File: src/rtl/per_handshake_arbiter.sv
// Round-robin owner of one four-phase send/ack peripheral link shared by two requesters.
// Runs send-high / ack-high / send-low / ack-low, then pulses done or err to the granted side.
module per_handshake_arbiter #(
  parameter int DATA_W  = 4,
  parameter int TIMEOUT = 15
) (
  input  logic              ctl_clk,
  input  logic              ctl_rst,
  input  logic              req0,
  input  logic [DATA_W-1:0] dados0,
  output logic              done0,
  output logic              err0,
  input  logic              req1,
  input  logic [DATA_W-1:0] dados1,
  output logic              done1,
  output logic              err1,
  output logic              per_send,
  input  logic              per_ack,
  output logic [DATA_W-1:0] per_dados,
  output logic              busy,
  output logic              grant,
  output logic [2:0]        state_dbg
);

  // Handshake: a requester raises req (level) with dados valid and holds both until
  // its done/err pulse; the peripheral link is four-phase, per_send and per_ack
  // each return to 0 before the next transfer.

  localparam logic [2:0] ST_IDLE    = 3'd0;
  localparam logic [2:0] ST_SEND    = 3'd1;
  localparam logic [2:0] ST_RELEASE = 3'd2;
  localparam logic [2:0] ST_DONE    = 3'd3;
  localparam logic [2:0] ST_ERR     = 3'd4;

  localparam int               CNT_W    = $clog2(TIMEOUT);
  localparam logic [CNT_W-1:0] CNT_LAST = CNT_W'(TIMEOUT - 1);

  logic [2:0]       state;
  logic [CNT_W-1:0] cnt;
  logic             last_grant;
  logic             pick;

  // Single requester wins outright; on a tie the one not served last time wins.
  always_comb begin
    pick = req1;
    if (req0 && req1) pick = ~last_grant;
  end

  always_ff @(posedge ctl_clk) begin
    if (ctl_rst) begin
      state      <= ST_IDLE;
      cnt        <= '0;
      per_send   <= 1'b0;
      per_dados  <= '0;
      grant      <= 1'b0;
      last_grant <= 1'b1;
    end else begin
      case (state)
        ST_IDLE: begin
          if (req0 || req1) begin
            grant      <= pick;
            last_grant <= pick;
            per_dados  <= pick ? dados1 : dados0;
            per_send   <= 1'b1;
            cnt        <= '0;
            state      <= ST_SEND;
          end
        end
        ST_SEND: begin
          if (per_ack) begin
            per_send <= 1'b0;
            cnt      <= '0;
            state    <= ST_RELEASE;
          end else if (cnt == CNT_LAST) begin
            per_send <= 1'b0;
            state    <= ST_ERR;
          end else begin
            cnt <= cnt + 1'b1;
          end
        end
        ST_RELEASE: begin
          if (!per_ack) begin
            state <= ST_DONE;
          end else if (cnt == CNT_LAST) begin
            state <= ST_ERR;
          end else begin
            cnt <= cnt + 1'b1;
          end
        end
        ST_DONE: state <= ST_IDLE;
        ST_ERR:  state <= ST_IDLE;
        default: begin
          per_send <= 1'b0;
          state    <= ST_IDLE;
        end
      endcase
    end
  end

  assign busy      = (state != ST_IDLE);
  assign done0     = (state == ST_DONE) && !grant;
  assign done1     = (state == ST_DONE) &&  grant;
  assign err0      = (state == ST_ERR)  && !grant;
  assign err1      = (state == ST_ERR)  &&  grant;
  assign state_dbg = state;

endmodule
File: config.mk
export PLATFORM = sky130hd
export DESIGN_NAME = per_handshake_arbiter
export DESIGN_NICKNAME = d
export VERILOG_FILES = /design/src/rtl/per_handshake_arbiter.sv
export SDC_FILE = /design/constraint.sdc
export NUM_CORES = 1
export LEC_CHECK = 0
export CAP_MARGIN = 5
export CORE_UTILIZATION = 42
export CTS_BUF_LIST = sky130_fd_sc_hd__clkbuf_4 sky130_fd_sc_hd__clkbuf_8
export CTS_CLUSTER_DIAMETER = 200
export DETAILED_ROUTE_END_ITERATION = 8
export GPL_TIMING_DRIVEN = 0
export HOLD_SLACK_MARGIN = 0.08
export PLACE_DENSITY_LB_ADDON = 0.15
export SYNTH_ARGS = -nofsm -noshare
export SYNTH_HDL_FRONTEND = slang
export SYNTH_SLANG_ARGS = --single-unit
export TNS_END_PERCENT = 10
File: constraint.sdc
create_clock -name ctl_clk -period 1.67 [get_ports ctl_clk]
set_clock_uncertainty 0.05 [all_clocks]
set_input_delay 0.334 -clock ctl_clk [delete_from_list [all_inputs] [get_ports ctl_clk]]
set_output_delay 0.334 -clock ctl_clk [all_outputs]
set_load 0.01 [all_outputs]
==> metrics.yaml <==
global_route:
  overflow: 0
  grt_pass1_wl_mm: 3.16
  antenna_found_initial: 0
  grt_max_degree: 11
  grt_usage_pct: 20.7
  grt_pass1_vias: 749
min_path:
  min_path_cells: 2
  hold_path_class: "reg2reg"
clock_tree:
  clk_latency_ns: 0.28
  clock_path_buffers: 2
  post_cts_buffers: 0
  cts_made_buffers: 3
  clk_pin_slew_ns: 0.09
  clock_sinks: 14
  ctsHtreeMaxLevel: 1
  cts-root-buf: "clkbuf_4"
  cts_tree: "built"
final_layout:
  final_util_pct: 65.1
  fin_nets: 143
  fillers: 178
  antenna_cells: 0
  regArea_um2: 287
  area_growth_pct: 39.9
  multi_input_area_um2: 537
  final_area_um2: 1170
  mostFrequentLayoutCell: "clkdlybuf4s50_1"
  layout-drive-gt1-share_pct: 27.8
  final_cell_mix: "clkdlybuf4s50_1 (21), nor2_1 (11), a21oi_1 (9), dfxtp_1 (9)"
yosys:
  synth_edf_count: 0
  synth.cell_area_um2: 838
  ys_types: 33
  synth_nets: 112
  yosysWarningCount: 0
  ys_seq_elements: 14
  synthAdderAreaFrac_pct: 2.99
  synth-main-ff-cell: "dfxtp_1"
  synth_compound_area_share_pct: 23.6
  yosysSeqAreaShare_pct: 33.4
  synth_xor_area_share_pct: 0
  synthCells: 97
  synth_top_family_by_area: "simple AND/OR/NAND/NOR gates"
  avgSynthCellArea_um2: 8.64
  yosys.area_share.simple_pct: 29.0
  synth_async_sr_flop_share_pct: 0
  synth.mux.area_fraction_pct: 6.12
floorplan:
  core_um2: 1800
  ioPinCount: 27
  die_area_um2: 2180
  initial_core_util_pct: 46.5
  dieWidth_um: 46.7
  row_count: 15
  die_h_um: 46.7
power_and_ir_drop:
  p_leak_nw: 0.456
  power_density_nw_per_um2: 737
  p_total_mw: 0.864
  peakVddDrop_mv: 0.502
worst_setup_path:
  r2r_cells: 6
  crit_fanout: 4
  crit_type: "reg2out"
  start_kind: "register"
  crit_top_cell: "buf_6"
  worstPathArrival_ns: 1.26
  end_kind: "output port"
  crit_required_ns: 1.29
  cp_slowest_stage_delay_ns: 0.38
  slowest_stage: "or3_4"
  crit_chain: "or3_4, buf_6, buf_6"
timing:
  finalMaxSlewViolations: 0
  max_slew_margin_pct: 61.7
  finalHoldViolations: 0
  rsz0062_at_grt: "true"
  fin_crit_ns: 1.64
  setup_viol: 0
  worst_slack_ns: 0.0299
  fin_crit_sh_pct: 98.2
  tightestPinTransition_ns: 0.575
  clock.fmax_mhz: 610
place:
  port_buffers: 26
  dpl.hpwl_mm: 1.44
  gp_congestion: 0.809
  post-place-ws_ns: -0.165
  place_area_um2: 1130
status:
  status: "completed"
drt:
  vias: 805
  drt_iter0_drc: 16
  wl_per_cell_um: 12.8
  first_pass_iters: 4
  routed_wl_mm: 1.93
  drc_errors: 0
  ant_nets: 0
  vias_per_cell: 5.33
flow_run:
  cap_viol_max_count: 0
final timing paths:
kind                            slack [ns]                       from               endpoint
worst max-delay path                  0.03  state_dbg[2]$_SDFFE_PP0P_                   busy
worst min register to register        0.45        cnt[1]$_SDFFE_PP0P_    cnt[1]$_SDFFE_PP0P_
worst max register to register        0.05        cnt[0]$_SDFFE_PP0P_  per_send$_SDFFE_PP0P_
worst min-delay path                  0.45        cnt[1]$_SDFFE_PP0P_    cnt[1]$_SDFFE_PP0P_
sequential cells by signal (all words and copies together) (netlist names):
register    flops
last_grant      1
cnt             4
per_send        1
grant           1
state_dbg       3
per_dados       4
layout make-up:
| cell class | count | area share (%) |
|---|---|---|
| buffer | 5 | 3.63 |
| clock buffer | 3 | 1.92 |
| inverter | 3 | 0.961 |
| multi-input combinational | 75 | 45.8 |
| sequential | 14 | 24.4 |
| tap | 25 | 2.67 |
| timing repair buffer | 26 | 20.6 |
cells in the mapped netlist (2+ instances only):
library cell  count  area [um^2]
dfxtp_1          14          280
nor3_2            2         20.0
a21oi_1           9         45.0
mux2i_1           4         40.0
o21ai_0           3         15.0
a31oi_1           2         12.5
nor3_1            2         10.0
a211oi_2          4         50.1
nand3_1           4         20.0
and3_1            3         18.8
a21oi_2           3         26.3
nor2_1           12         45.0
inv_1             3         11.3
or3_1             2         12.5
ha_1              2         25.0
nand3b_1          4         30.0
buf_2             3         15.0
nand2_1           6         22.5
critical path: cells and delay by family, from the launching register on:
kind | cells | cell delay [ns]
and+or+nand+nor | 1 | 0.38
DFF | 1 | 0.34
buffers and inverters | 2 | 0.25
through the flow:
stage               hold slack, ns  std cells  TNS [ns]
floorplan                    0.411         97         0
global placement             0.430        148     -1.38
detailed placement           0.447        148     -1.75
CTS                          0.457        151   -0.0106
global route                 0.485        151   -0.0522
finish                       0.453        151         0
kinds of logic (layout without fill, tap and decap cells):
group / Yosys count / after routing
flip-flops: 14 / 14
multiplexers: 5 / 5
adder cells (fa/ha/maj): 2 / 2
AO/OA/AOI/OAI: 27 / 27
AND/OR/NAND/NOR: 41 / 41
buffers and inverters: 8 / 37
metal layers:
layer  vias to the layer above  GRT usage (%)  wire length, um
li1                        408              -                -
met1                       373           24.0              846
met2                        20           35.8              976
met3                         4           2.35               75
met4                         0           12.6               33
met5                         -              0                0
what timing repair did:
item | CTS | global route
resized for setup | 26 | 8
endpoints found under the setup margin | 6 | 5
pin swaps | 0 | 1
endpoints found under the hold margin | 0 | 0
hold buffers | 0 | 0
where the power goes:
part | total, mW | switching, mW | leakage [nW] | internal [mW]
sequential | 0.382 | 0.0186 | 0.117 | 0.363
combinational | 0.286 | 0.134 | 0.325 | 0.152
clock | 0.196 | 0.113 | 0.0138 | 0.0835
(Power assumes the default switching activity.)
